===== config.mk =====
export PLATFORM = sky130hd
export DESIGN_NAME = trigger_issue_unit_flat
export DESIGN_NICKNAME = d
export VERILOG_FILES = /design/src/rtl/trigger_issue_unit_pkg.sv /design/src/rtl/trigger_issue_unit_if.sv /design/src/rtl/trigger_issue_unit_priority_encoder.sv /design/src/rtl/trigger_issue_unit.sv /design/src/flat_wrapper.sv
export SDC_FILE = /design/constraint.sdc
export NUM_CORES = 1
export LEC_CHECK = 0
export CAP_MARGIN = 30
export CORE_AREA = 2 2 203 205
export DETAILED_ROUTE_END_ITERATION = 6
export DIE_AREA = 0 0 205 207
export PLACE_DENSITY = 0.6
export SKIP_CTS_REPAIR_TIMING = 1
export SLEW_MARGIN = 15
export SYNTH_ARGS = -nofsm -noshare
export SYNTH_HDL_FRONTEND = slang
export SYNTH_SLANG_ARGS = --single-unit
export TNS_END_PERCENT = 30

===== constraint.sdc =====
create_clock -name clock -period 3.5 [get_ports clock]
set_input_delay 1.05 -clock clock [delete_from_list [all_inputs] [get_ports clock]]
set_output_delay 1.05 -clock clock [all_outputs]
set_load 0.005 [all_outputs]

===== src/rtl/trigger_issue_unit_pkg.sv =====
// Shared constants and types for the trigger issue unit.
// The trigger mask keeps the "must be true" half in the upper bits and the "must be false" half below it.
package trigger_issue_unit_pkg;

   localparam int unsigned TIA_NUM_INSTRUCTIONS        = 16;
   localparam int unsigned TIA_INSTRUCTION_INDEX_WIDTH = $clog2(TIA_NUM_INSTRUCTIONS);
   localparam int unsigned TIA_NUM_PREDICATES          = 8;
   localparam int unsigned TIA_PTM_WIDTH               = 2 * TIA_NUM_PREDICATES;
   localparam int unsigned TIA_NUM_INPUT_CHANNELS      = 4;
   localparam int unsigned TIA_STALL_COUNT_WIDTH       = 16;

   typedef logic [TIA_NUM_PREDICATES-1:0]          pred_t;
   typedef logic [TIA_NUM_INPUT_CHANNELS-1:0]      chan_t;
   typedef logic [TIA_INSTRUCTION_INDEX_WIDTH-1:0] index_t;

   typedef struct packed {
      pred_t ptm_true;
      pred_t ptm_false;
   } ptm_t;

endpackage


===== src/rtl/trigger_issue_unit_if.sv =====
// Issue handshake towards the pipeline and retire notifications from the predicate unit.
interface trigger_issue_unit_if;
   import trigger_issue_unit_pkg::*;

   logic   issue_valid;
   index_t issue_index;
   logic   issue_ready;
   logic   retire_valid;
   pred_t  retire_predicate_mask;

   modport master (
      output issue_valid,
      output issue_index,
      input  issue_ready,
      input  retire_valid,
      input  retire_predicate_mask
   );

   modport slave (
      input  issue_valid,
      input  issue_index,
      output issue_ready,
      output retire_valid,
      output retire_predicate_mask
   );

endinterface


===== src/rtl/trigger_issue_unit_priority_encoder.sv =====
// Lowest-set-bit priority encoder with an any-set flag.
module priority_encoder #(
   parameter int unsigned WIDTH       = 16,
   parameter int unsigned INDEX_WIDTH = $clog2(WIDTH)
) (
   input  logic [WIDTH-1:0]       req,
   output logic [INDEX_WIDTH-1:0] index,
   output logic                   any
);

   // Scan high to low so the lowest set bit is the last one written.
   always_comb begin
      index = '0;
      any   = 1'b0;
      for (int i = int'(WIDTH) - 1; i >= 0; i--) begin
         if (req[i]) begin
            index = INDEX_WIDTH'(i);
            any   = 1'b1;
         end
      end
   end

endmodule


===== src/rtl/trigger_issue_unit.sv =====
// Evaluates instruction triggers against predicates, channel readiness and the predicate
// scoreboard, and issues the lowest triggered slot through a valid/ready register.
module trigger_issue_unit
   import trigger_issue_unit_pkg::*;
#(
   parameter int unsigned STALL_COUNT_WIDTH = TIA_STALL_COUNT_WIDTH
) (
   input  logic                                                 clock,
   input  logic                                                 reset,
   input  logic                                                 enable,
   input  pred_t                                                predicates,
   input  logic [TIA_NUM_INSTRUCTIONS-1:0]                      instruction_valid,
   input  logic [TIA_NUM_INSTRUCTIONS-1:0][TIA_PTM_WIDTH-1:0]   instruction_ptm,
   input  logic [TIA_NUM_INSTRUCTIONS-1:0][TIA_NUM_INPUT_CHANNELS-1:0] instruction_icm,
   input  logic [TIA_NUM_INSTRUCTIONS-1:0][TIA_NUM_PREDICATES-1:0]     instruction_pwm,
   input  chan_t                                                input_channels_ready,
   trigger_issue_unit_if.master                                 iss,
   output pred_t                                                pending_predicates,
   output logic [STALL_COUNT_WIDTH-1:0]                         stall_count
);

   localparam int unsigned NI = TIA_NUM_INSTRUCTIONS;
   localparam int unsigned SW = STALL_COUNT_WIDTH;

   logic          valid_q, valid_d;
   index_t        index_q, index_d;
   pred_t         pending_q, pending_d;
   logic [SW-1:0] stall_q, stall_d;

   pred_t         eff_pending;
   logic [NI-1:0] triggered;
   index_t        winner;
   logic          any_triggered;
   logic          slot_open;

   // Retirement clears pending bits in time for this cycle's trigger evaluation.
   assign eff_pending = pending_q & ~(iss.retire_valid ? iss.retire_predicate_mask : '0);

   for (genvar g = 0; g < int'(NI); g++) begin : g_trig
      ptm_t  ptm;
      pred_t reads;
      assign ptm   = ptm_t'(instruction_ptm[g]);
      assign reads = ptm.ptm_true | ptm.ptm_false;
      assign triggered[g] = instruction_valid[g]
                          && ((predicates & ptm.ptm_true) == ptm.ptm_true)
                          && ((~predicates & ptm.ptm_false) == ptm.ptm_false)
                          && ((input_channels_ready & instruction_icm[g]) == instruction_icm[g])
                          && ((reads & eff_pending) == '0)
                          && ((instruction_pwm[g] & eff_pending) == '0);
   end

   priority_encoder #(
      .WIDTH       (NI),
      .INDEX_WIDTH (TIA_INSTRUCTION_INDEX_WIDTH)
   ) u_winner (
      .req   (triggered),
      .index (winner),
      .any   (any_triggered)
   );

   // Next-state for issue register, scoreboard and stall counter.
   always_comb begin
      valid_d   = valid_q;
      index_d   = index_q;
      pending_d = eff_pending;
      stall_d   = stall_q;
      slot_open = !valid_q || iss.issue_ready;

      if (enable && slot_open && any_triggered) begin
         valid_d   = 1'b1;
         index_d   = winner;
         pending_d = eff_pending | instruction_pwm[winner];
      end else if (iss.issue_ready) begin
         valid_d   = 1'b0;
      end

      if (enable && slot_open && !any_triggered && (stall_q != '1)) begin
         stall_d = stall_q + SW'(1);
      end
   end

   always_ff @(posedge clock or negedge reset) begin
      if (!reset) begin
         valid_q   <= 1'b0;
         index_q   <= '0;
         pending_q <= '0;
         stall_q   <= '0;
      end else begin
         valid_q   <= valid_d;
         index_q   <= index_d;
         pending_q <= pending_d;
         stall_q   <= stall_d;
      end
   end

   assign iss.issue_valid    = valid_q;
   assign iss.issue_index    = index_q;
   assign pending_predicates = pending_q;
   assign stall_count        = stall_q;

endmodule


===== src/flat_wrapper.sv =====
// flat-port wrapper written by rule: the top's interface ports become plain ports
module trigger_issue_unit_flat import trigger_issue_unit_pkg::*;
#(
   parameter int unsigned STALL_COUNT_WIDTH = TIA_STALL_COUNT_WIDTH
)
  (clock, reset, enable, predicates, instruction_valid, instruction_ptm, instruction_icm, instruction_pwm, input_channels_ready, pending_predicates, stall_count, iss_issue_valid, iss_issue_index, iss_issue_ready, iss_retire_valid, iss_retire_predicate_mask);
  trigger_issue_unit_if iss_i ();
  input  logic clock;
  input  logic reset;
  input  logic enable;
  input  pred_t predicates;
  input  logic [TIA_NUM_INSTRUCTIONS-1:0] instruction_valid;
  input  logic [TIA_NUM_INSTRUCTIONS-1:0][TIA_PTM_WIDTH-1:0] instruction_ptm;
  input  logic [TIA_NUM_INSTRUCTIONS-1:0][TIA_NUM_INPUT_CHANNELS-1:0] instruction_icm;
  input  logic [TIA_NUM_INSTRUCTIONS-1:0][TIA_NUM_PREDICATES-1:0] instruction_pwm;
  input  chan_t input_channels_ready;
  output pred_t pending_predicates;
  output logic [STALL_COUNT_WIDTH-1:0] stall_count;
  output wire logic [$bits(iss_i.issue_valid)-1:0] iss_issue_valid;
  output wire logic [$bits(iss_i.issue_index)-1:0] iss_issue_index;
  input wire logic [$bits(iss_i.issue_ready)-1:0] iss_issue_ready;
  input wire logic [$bits(iss_i.retire_valid)-1:0] iss_retire_valid;
  input wire logic [$bits(iss_i.retire_predicate_mask)-1:0] iss_retire_predicate_mask;
  assign iss_issue_valid = iss_i.issue_valid;
  assign iss_issue_index = iss_i.issue_index;
  assign iss_i.issue_ready = iss_issue_ready;
  assign iss_i.retire_valid = iss_retire_valid;
  assign iss_i.retire_predicate_mask = iss_retire_predicate_mask;
  trigger_issue_unit #(.STALL_COUNT_WIDTH(STALL_COUNT_WIDTH)) u_core (.clock(clock), .reset(reset), .enable(enable), .predicates(predicates), .instruction_valid(instruction_valid), .instruction_ptm(instruction_ptm), .instruction_icm(instruction_icm), .instruction_pwm(instruction_pwm), .input_channels_ready(input_channels_ready), .iss(iss_i), .pending_predicates(pending_predicates), .stall_count(stall_count));
endmodule

==> impl_metrics.tcl, run 1 <==
set metrics [dict create \
    routed_via_density 5.38 \
    async_flop_share 1.00 \
    drt_iter0_markers 1167 \
    status "finished, violations left" \
    totalWireLength_um 72100 \
    ctsRootBufferMaster "clkbuf_16" \
    p_sw_mw 1.30 \
    irDropWorstVdd_mv 0.170 \
    worstPathArrival_ns 4.18 \
    post-route-period-util 1.14 \
    cp_cell_sequence "clkdlybuf4s50_1 -> nor3_1 -> o22ai_2 -> nor4_2 -> buf_4 -> nand4_1 -> buf_4 -> o2111a_1 -> o31a_1 -> buf_6 -> clkbuf_16 -> mux2i_2 -> a22oi_2 -> o2111ai_2 -> o21ai_1" \
    syn_nets 1633 \
    end_kind "flop" \
    grt_pass1_wl_um 94100 \
    synth_cell_types 76 \
    cts.sinks 29 \
    synth_seq_area_share 0.0946 \
    fin_worst_skew_ns 0.00840 \
    synth_edf_count 0 \
    leakage_nw 8.69 \
    p_sw_frac 0.380 \
    die_w_um 205 \
    dieArea_sq_um 42400 \
    drv_cap 0 \
    dp_hpwl_um 59400 \
    internal-power_mw 2.12 \
    critical-path-max-stage-delay_ns 0.49 \
    cts_made_buffers 5 \
    fin_util 0.476 \
    grt_max_degree 30 \
    path_class "input pin to flop" \
    pwr-share-clk 0.152 \
    dp.cells 2550 \
    grt.overflow.total 0 \
    placementRows 74 \
    pwr-share-seq 0.138 \
    worstMarginPinSlew_ns 0.571 \
    cts.path.max_buffers 2 \
    path_clk_slew_ns 0.05 \
    post_route_cells_drive_above_1_share 0.357 \
    wire_per_inst_um 27.4 \
    combPwrFrac 0.710 \
    crit_fanout 6 \
    reg2regPathDepth 17 \
    worstSkewPairLatency_ns 0.28 \
    finalHoldViolations 0 \
    area_growth_pct 151 \
    failed_checks "setup timing" \
    initial_core_util 0.190 \
    worstPathRequired_ns 3.70 \
    path_common_cell "buf_4" \
    powerDensity_nw_per_um2 178 \
    rsz0062_at_grt "yes" \
    vias 14100 \
    synth_cells 1143 \
    hold_depth 2 \
    timing.final.crit_period_ns 3.98 \
    ys.flop_type "dfrtp_1" \
    h-tree-depth 2 \
    cts_tree "done" \
    relSlewSlack 0.618 \
    top_usage_layer "met2" \
    die_h_um 207 \
    worstHoldPathType "flop to flop" \
    antenna_found_initial 8 \
    slowest_stage "clkdlybuf4s50_1" \
    ys_ff_latch 29 \
    yosysWarningCount 0 \
    clock.fmax_mhz 251 \
    syn_area_per_cell_sq_um 6.71 \
    fin_nets 2579 \
    grt_pass1_vias 13900 \
    use_met1 0.384 \
    final_cells 2629 \
    gp_congestion 0.997 \
    grtUsageTotal 0.305 \
    grt_use_met2 0.516 \
    synthesis.area_sq_um 7670 \
    grt_use_met3 0.0587 \
    ios 518 \
    core_sq_um 40400 \
    drcViolationCount 0 \
    antenna_left 0 \
    setup_viol 25 \
    firstDrtPassIters 5 \
    preCtsSetupSlack_ns -1.43 \
    setup_ws_ns -0.478 \
    final_max_slew_viol_count 0 \
    cp-start-kind "input pin" \
    io_buffers 517 \
]
-- power groups by stage --
stage	logic (mW)	clock network (mW)	registers (mW)
after floorplan	0.643	0	0.461
after CTS	2.12	0.524	0.466
after global routing	2.53	0.540	0.478
after detailed placement	2.11	0	0.471
after global placement	2.11	0	0.471
final	2.43	0.521	0.471
-- cells in the final DEF, fill, tap and decap left out, drive strengths merged, types with 35 or more instances in the layout --
cell,Yosys,layout
buf,54,476
clkdlybuf4s50,0,411
nand2b,139,139
nor3,137,137
nand2,133,133
dlymetal6s2s,0,97
nand4,86,86
o22ai,72,72
nand3,56,56
mux2i,50,50
nor4,50,50
nor2,39,39
inv,35,35
-- per-stage QoR --
step | TNS [ns] | area [sq um] | hold WS, ns | power (mW)
6_report | -7.42 | 19200 | 0.483 | 3.42
4_1_cts | -24.69 | 16900 | 0.487 | 3.11
3_3_place_gp | -33.68 | 16700 | 0.478 | 2.58
3_5_place_dp | -32.66 | 16700 | 0.476 | 2.58
5_1_grt | -8.69 | 19200 | 0.509 | 3.55
2_1_floorplan | -0.0772 | 7700 | 0.473 | 1.10
-- worst max-delay path: cells and delay by family --
family                 cells  cell delay, ns
AOI/OAI and AO/OA          6            1.05
and+or+nand+nor            3            0.78
buffers and inverters      5            1.16
muxes                      1            0.15
-- path summary, 6_finish.rpt --
check / from / to / slack (ns)
max: instruction_ptm[115] / u_core.pending_predicates[4] / -0.48
min: u_core.iss.issue_index[0] / u_core.iss.issue_index[0] / 0.48
max reg2reg: u_core.pending_predicates[3] / u_core.pending_predicates[5] / 0.19
min reg2reg: u_core.iss.issue_index[0] / u_core.iss.issue_index[0] / 0.48
max in group asynchronous: reset / u_core.pending_predicates[5] / 1.99
min in group asynchronous: reset / u_core.stall_count[3] / 1.19
-- Yosys cell counts (4+ instances only) --
library cell / instances / area (sq um)
o21ai_0: 11 / 55.1
nand3_1: 56 / 280
or2_2: 6 / 37.5
o21a_1: 4 / 30.0
nand2_1: 133 / 499
a21o_1: 4 / 30.0
a22oi_1: 16 / 120
inv_1: 35 / 131
nor3_1: 137 / 686
nand3b_1: 8 / 60.1
buf_4: 12 / 90.1
a211oi_1: 11 / 82.6
nor2b_1: 14 / 87.6
or3_1: 8 / 50.1
mux2i_1: 50 / 500
nor4_1: 43 / 269
o2111ai_1: 27 / 236
buf_6: 11 / 124
and3_1: 9 / 56.3
a21oi_1: 13 / 65.1
o21ai_1: 10 / 50.1
nor2_1: 39 / 146
nand4_1: 85 / 532
nor4_2: 5 / 62.6
mux2_2: 9 / 101
buf_2: 28 / 140
nor4b_1: 7 / 61.3
and4_1: 18 / 158
xnor2_1: 12 / 105
o22ai_1: 69 / 432
a21bo_1: 6 / 60.1
o311ai_0: 6 / 52.6
nand2b_1: 139 / 870
dfrtp_1: 29 / 726
clkbuf_1: 8 / 30.0
-- layout make-up --
cell class | count | area [sq um]
Sequential cell | 29 | 726
Multi-Input combinational cell | 1016 | 7670
Timing Repair Buffer | 1001 | 9830
Inverter | 36 | 148
Clock buffer | 6 | 139
Fill cell | 3998 | 21100
Clock inverter | 2 | 37.5
Tap cell | 532 | 666
Antenna cell | 7 | 17.5
-- per-layer routing --
layer  part of all wire  routed length [um]  vias to the layer above
met1               0.41               29300                     6742
met2               0.46               33300                      899
met5                  0                   0                        -
li1                   -                   -                     6317
met4              0.043                3130                        0
met3              0.088                6370                      188
-- registers in the layout (all words and copies together) (netlist names) --
| signal | cells |
|---|---|
| u_core.stall_count | 16 |
| u_core.iss.issue_index | 4 |
| u_core.iss.issue_valid | 1 |
| u_core.pending_predicates | 8 |
-- cells by family (layout without fill, tap and decap cells) --
group	count (synthesis)	in the layout	share of synthesized area
adders and majority gates	1	1	0.00163
buffers and inverters	98	1045	0.0734
and+or+nand+nor	722	722	0.522
DFF	29	29	0.0946
muxes	59	59	0.0785
AOI/OAI and AO/OA	220	220	0.214
xor gates and xnor gates	14	14	0.0160
other	0	7	0
Power figures use the tool's default switching activity.
==> inputs of run 2 (changes only) <==
--- a/config.mk
+++ b/config.mk
@@ -9,6 +9,7 @@
 export CORE_AREA = 2 2 203 205
 export DETAILED_ROUTE_END_ITERATION = 6
 export DIE_AREA = 0 0 205 207
+export GPL_TIMING_DRIVEN = 0
 export PLACE_DENSITY = 0.6
 export SKIP_CTS_REPAIR_TIMING = 1
 export SLEW_MARGIN = 15
==> run 2 against run 1 <==
  * The run still ends with setup timing left
  * Via count decreased by 3.0%
  * Cell count decreased by 12%
  * Critical path type unchanged
  * Critical endpoint is now u_core.pending_predicates[6]
  * First-iteration DRC count is 44% higher
==> impl_metrics.tcl, run 2 (synthesized netlist as in run 1, its figures left out) <==
set metrics [dict create \
    worstPathBufferInverterCount 5 \
    rsz0062_at_grt "yes" \
    totalWireLength_um 77600 \
    slowest_stage "nor4_4" \
    finalHoldViolations 0 \
    cp-start-kind "input pin" \
    ctsRootBufferMaster "clkbuf_16" \
    ios 518 \
    io_buffers 512 \
    drcViolationCount 0 \
    grt_pass1_wl_um 96900 \
    vias 13700 \
    crit_fanout 8 \
    path_clk_slew_ns 0.05 \
    worstMarginPinSlew_ns 0.689 \
    fin_tns_setup_ns -8.26 \
    leakage_nw 7.98 \
    h-tree-depth 2 \
    cp_cell_sequence "buf_8 -> buf_12 -> buf_16 -> nand2_1 -> nand4_1 -> nor4_4 -> nand4_1 -> a21boi_2 -> o221ai_4 -> a22o_4 -> buf_12 -> buf_12 -> mux2i_4 -> a211o_1 -> o31ai_4" \
    drv_cap 0 \
    final_max_slew_viol_count 0 \
    initial_core_util 0.190 \
    area_growth_pct 131 \
    wl_met2_um 35500 \
    gp_congestion 0.960 \
    drt_iter0_markers 1683 \
    routed_via_density 5.91 \
    final_cell_mix "336 x clkdlybuf4s50_1, 166 x dlymetal6s2s_1, 135 x nand2b_1" \
    status "finished, violations left" \
    cts_made_buffers 5 \
    die_w_um 205 \
    post-route-period-util 1.16 \
    dieArea_sq_um 42400 \
    end_kind "flop" \
    cts.path.max_buffers 2 \
    clock.fmax_mhz 245 \
    relSlewSlack 0.541 \
    design_area_sq_um 17700 \
    top_layer "met5" \
    cts_tree "done" \
    final_common_cell "clkdlybuf4s50_1" \
    grt_max_degree 30 \
    antenna_left 0 \
    crit_family "compound AO/OA/AOI/OAI gates" \
    failed_checks "setup timing" \
    timing.final.crit_period_ns 4.08 \
    fin_nets 2272 \
    cts.sinks 29 \
    grtUsageTotal 0.323 \
    fin_worst_skew_ns 0.00518 \
    placementRows 74 \
    powerDensity_nw_per_um2 186 \
    path_common_cell "buf_12" \
    dp_hpwl_um 59600 \
    worstPathArrival_ns 4.25 \
    dpl_cell_area_sq_um 13500 \
    irDropWorstVdd_mv 0.158 \
    antenna_found_initial 6 \
    worstSkewPairLatency_ns 0.28 \
    setup_ws_ns -0.577 \
    post_route_cells_drive_above_1_share 0.271 \
    firstDrtPassIters 6 \
    wire_per_inst_um 33.4 \
    core_sq_um 40400 \
    grt.overflow.total 0 \
    critical-path-max-stage-delay_ns 0.35 \
    met3_length_um 9080 \
    wl_met1_um 28900 \
    worstHoldPathType "flop to flop" \
    path_class "input pin to flop" \
    grt_pass1_vias 13000 \
    largest_reg_flops 16 \
    setup_viol 22 \
    die_h_um 207 \
    worstPathRequired_ns 3.67 \
]
[run 2: cell count changes in the layout (fill, tap and decap cells not counted), sizes merged]
cell / delta
buf: -300
clkdlybuf4s50: -75
dlymetal6s2s: +69
clkinvlp: -1
diode: -1
[run 2: final timing paths]
path | start | endpoint | slack, ns | cells after the start
worst min register to register | u_core.stall_count[8] | u_core.stall_count[8] | 0.50 | 1
worst min-delay path | u_core.stall_count[8] | u_core.stall_count[8] | 0.50 | 1
max in group asynchronous | reset | u_core.stall_count[7] | 2.24 | 1
worst max register to register | u_core.pending_predicates[5] | u_core.pending_predicates[0] | -0.08 | 16
worst max-delay path | predicates[7] | u_core.pending_predicates[6] | -0.58 | 15
min in group asynchronous | reset | u_core.stall_count[5] | 0.81 | 1
[run 2: cell type report]
class                      instances  area, sq um
timing repair buffer             632         6930
antenna                            6         15.0
clock buffer                       7          143
sequential                        29          726
fill                            4042        22700
clock inverter                     1         30.0
inverter                          36          140
multi-input combinational       1016         8020
tap                              532          666
buffer                            62         1020
[run 2: stage by stage]
stage	total power [mW]	utilization	hold slack [ns]	setup slack [ns]	instances
after floorplan	1.10	-	0.473	-0.0383	1143
after global placement	2.25	0.334	0.473	-2.60	2187
after detailed placement	2.25	0.335	0.491	-2.46	2191
after CTS	2.77	0.339	0.501	-2.18	2199
after global routing	3.38	0.438	0.520	-0.651	2318
final	3.29	0.438	0.502	-0.577	2321
[run 2: power breakdown]
| group | internal, mW | leakage (nW) | switching, mW |
|---|---|---|---|
| clock network | 0.355 | 0.0842 | 0.155 |
| logic | 1.20 | 7.51 | 1.11 |
| registers | 0.396 | 0.385 | 0.0676 |
[run 2: routing by layer]
| layer | vias to the layer above | global-route usage |
|---|---|---|
| met1 | 6596 | 0.401 |
| met5 | - | 0.00576 |
| met4 | 2 | 0.137 |
| li1 | 5728 | - |
| met3 | 263 | 0.0722 |
| met2 | 1138 | 0.533 |
==> inputs of run 3 (changes only) <==
--- a/config.mk
+++ b/config.mk
@@ -5,15 +5,17 @@
 export SDC_FILE = /design/constraint.sdc
 export NUM_CORES = 1
 export LEC_CHECK = 0
+export ABC_CLOCK_PERIOD_IN_PS = 3500
 export CAP_MARGIN = 30
-export CORE_AREA = 2 2 203 205
+export CORE_AREA = 2 2 199 201
 export DETAILED_ROUTE_END_ITERATION = 6
-export DIE_AREA = 0 0 205 207
+export DIE_AREA = 0 0 201 203
 export GPL_TIMING_DRIVEN = 0
-export PLACE_DENSITY = 0.6
+export PLACE_DENSITY = 0.57
 export SKIP_CTS_REPAIR_TIMING = 1
 export SLEW_MARGIN = 15
 export SYNTH_ARGS = -nofsm -noshare
 export SYNTH_HDL_FRONTEND = slang
+export SYNTH_HIERARCHICAL = 1
 export SYNTH_SLANG_ARGS = --single-unit
 export TNS_END_PERCENT = 30
==> run 3 against run 2 <==
  * The run ends with DRC, setup timing left
  * Register-to-register slack got worse by 0.41 ns
  * Non-clock buffer count shrank 66
  * Setup slack got worse by 0.87 ns
  * Global-route usage decreased by 1.2 points
  * First-iteration DRC count decreased by 40%
  * Synthesized cell count shrank 41%
  * Maximum frequency decreased by 18%
  * Combinational power decreased by 31%
  * Core utilization fell by 9.2 points
  * Area after synthesis fell by 24%
  * Highest routed layer unchanged
==> impl_metrics.tcl, run 3 <==
set metrics [dict create \
    worstMarginPinSlew_ns 0.690 \
    post_route_cells_drive_above_1_share 0.202 \
    synth_top_family_by_area "compound AO/OA/AOI/OAI gates" \
    ff2ff_setup_slack_ns -0.49 \
    area_growth_pct 129 \
    synthAdderAreaFrac 0.00215 \
    synth_edf_count 0 \
    final_common_cell "clkdlybuf4s50_1" \
    routed_via_density 5.53 \
    core_sq_um 38500 \
    synth_seq_area_share 0.125 \
    p_sw_frac 0.382 \
    grt.overflow.total 0 \
    yosysWarningCount 6 \
    initial_core_util 0.151 \
    syn_area_per_cell_sq_um 8.56 \
    timing.final.crit_period_ns 4.95 \
    fin_nets 1767 \
    status "finished, violations left" \
    antenna_found_initial 5 \
    cts_made_buffers 5 \
    io_buffers 514 \
    grt_pass1_wl_um 86500 \
    r2r_end "u_core/pending_predicates[3]" \
    worstPathArrival_ns 5.10 \
    drt_iter0_markers 1017 \
    hold_path_end "u_core/iss.issue_index[0]" \
    internal-power_mw 1.51 \
    worstHoldPathType "flop to flop" \
    irDropWorstVdd_mv 0.178 \
    synthSimpleGateAreaFrac 0.211 \
    fillers 4069 \
    cp-start-kind "input pin" \
    ys_ff_latch 29 \
    vias 9943 \
    relSlewSlack 0.540 \
    ios 518 \
    fin_worst_skew_ns 0.00270 \
    synth_cell_types 56 \
    gp_congestion 0.957 \
    synth_compound_area_frac 0.359 \
    setup_viol 29 \
    synthMuxAreaShare 0.226 \
    final_max_slew_viol_count 0 \
    pwr-share-clk 0.168 \
    post-route-period-util 1.41 \
    fin_tns_setup_ns -26.86 \
    grt_pass1_vias 10100 \
    synth_area_leaders "o31ai_1 13%, dfrtp_1 12%, mux4_2 12%" \
    leakage_nw 4.83 \
    drcViolationCount 1 \
    async_flop_share 1.00 \
    dp_hpwl_um 56200 \
    die_h_um 203 \
    pwr-share-seq 0.182 \
    grt_max_degree 30 \
    worstPathRequired_ns 3.64 \
    path_class "input pin to flop" \
    yosysTopAreaCellShare 0.130 \
    cts_tree "done" \
    firstDrtPassIters 7 \
    worstSkewPairLatency_ns 0.28 \
    preCtsSetupSlack_ns -4.07 \
    yosys.cell_count.top_type "o31ai_1" \
    final_cell_mix "499 x clkdlybuf4s50_1, 100 x o31ai_1, 55 x buf_4" \
    combPwrFrac 0.650 \
    antenna_left 0 \
    dieArea_sq_um 40800 \
    hold_ws_ns 0.484 \
    ctsRootBufferMaster "clkbuf_16" \
    cts.path.max_buffers 2 \
    rr_startpoint "u_core/pending_predicates[3]" \
    totalWireLength_um 67200 \
    synth_commonest_cells "101 x o31ai_1, 41 x nor2b_1, 38 x mux2i_1, 38 x nand2_1, 34 x nor3_1" \
    reg2regPathDepth 14 \
    ys.flop_type "dfrtp_1" \
    finalHoldViolations 0 \
    h-tree-depth 2 \
    setup_ws_ns -1.45 \
    cts.sinks 29 \
    crit_fanout 8 \
    failed_checks "DRC, setup timing" \
    die_w_um 201 \
    wire_per_inst_um 37.4 \
    yosys.area_share.xor_xnor 0.0211 \
    drv_cap 0 \
    hold_depth 2 \
    hold_start "u_core/iss.issue_index[0]" \
    synthesis.area_sq_um 5820 \
    powerDensity_nw_per_um2 184 \
    grtUsageTotal 0.311 \
    p_sw_mw 0.934 \
    end_kind "flop" \
    placementRows 72 \
    path_clk_slew_ns 0.05 \
    power_mw 2.44 \
    synth_cells 680 \
    largest_reg_flops 16 \
    synth_largest_area_cell "o31ai_1" \
    clock.fmax_mhz 202 \
    rsz0062_at_grt "yes" \
    syn_nets 1170 \
]
[run 3: cell count changes after synthesis, moves of 39 or more]
cell      change
o22ai_1      -68
nand2b_1    -138
nand4_1      -59
o31ai_1     +100
nor3_1      -103
nand3_1      -39
nand2_1      -95
[run 3: power groups by stage]
stage	registers, mW	logic [mW]	clock network (mW)
floorplan	0.439	0.372	0
global placement	0.443	1.40	0
detailed placement	0.446	1.43	0
CTS	0.442	1.43	0.416
global route	0.452	1.64	0.428
finish	0.445	1.59	0.411
[run 3: cell type report]
cell class | count | area, sq um | area share
Clock buffer | 6 | 129 | 0.00968
Buffer | 37 | 450 | 0.0338
Inverter | 31 | 151 | 0.0114
Antenna cell | 2 | 5.00 | 0.000376
Timing Repair Buffer | 591 | 5880 | 0.442
Clock inverter | 2 | 10.0 | 0.000752
Multi-Input combinational cell | 582 | 5320 | 0.399
Sequential cell | 29 | 726 | 0.0545
Tap cell | 518 | 648 | 0.0487
[run 3: logic make-up after synthesis]
logic type	after synthesis
AO/OA/AOI/OAI	260
AND/OR/NAND/NOR	218
multiplexers	89
buffers and inverters	69
flip-flops	29
XOR/XNOR	14
adder cells (fa/ha/maj)	1
[run 3: routing by layer]
| metal | wire length (um) | share of wire | GRT usage | vias to the layer above |
|---|---|---|---|---|
| li1 | - | - | - | 4133 |
| met1 | 26400 | 0.39 | 0.388 | 4872 |
| met2 | 31700 | 0.47 | 0.532 | 766 |
| met3 | 5950 | 0.089 | 0.0605 | 166 |
| met4 | 3080 | 0.046 | 0.114 | 6 |
| met5 | 37 | 0.00055 | 0 | - |
[run 3: worst max-delay path by stage]
stage,slack (ns),cells past startpoint,end,from
after floorplan,-0.77,14,u_core/pending_predicates[3],predicates[7]
after global placement,-4.24,13,u_core/pending_predicates[2],iss_retire_predicate_mask[2]
after detailed placement,-4.07,14,u_core/pending_predicates[2],input_channels_ready[0]
after CTS,-3.79,14,u_core/pending_predicates[2],input_channels_ready[0]
after global routing,-1.40,16,u_core/pending_predicates[3],predicates[3]
final,-1.45,15,u_core/pending_predicates[3],input_channels_ready[3]
[run 3: per-stage QoR]
step,utilization,cell area [sq um],instances
finish,0.346,13300,1798
global route,0.346,13300,1797
CTS,0.314,12100,1740
detailed placement,0.310,11900,1732
global placement,0.303,11700,1712
floorplan,-,5860,680
[run 3: critical path, stage by stage]
cell,delay [ns]
buf_8,0.08
clkinvlp_4,0.28
buf_12,0.26
a222oi_1,0.47
nand4_1,0.33
nor4b_4,0.41
nor2_2,0.10
nor3_2,0.19
o31ai_2,0.09
a31oi_1,0.23
buf_6,0.15
buf_12,0.16
mux4_2,0.54
mux4_2,0.49
a21o_1,0.24
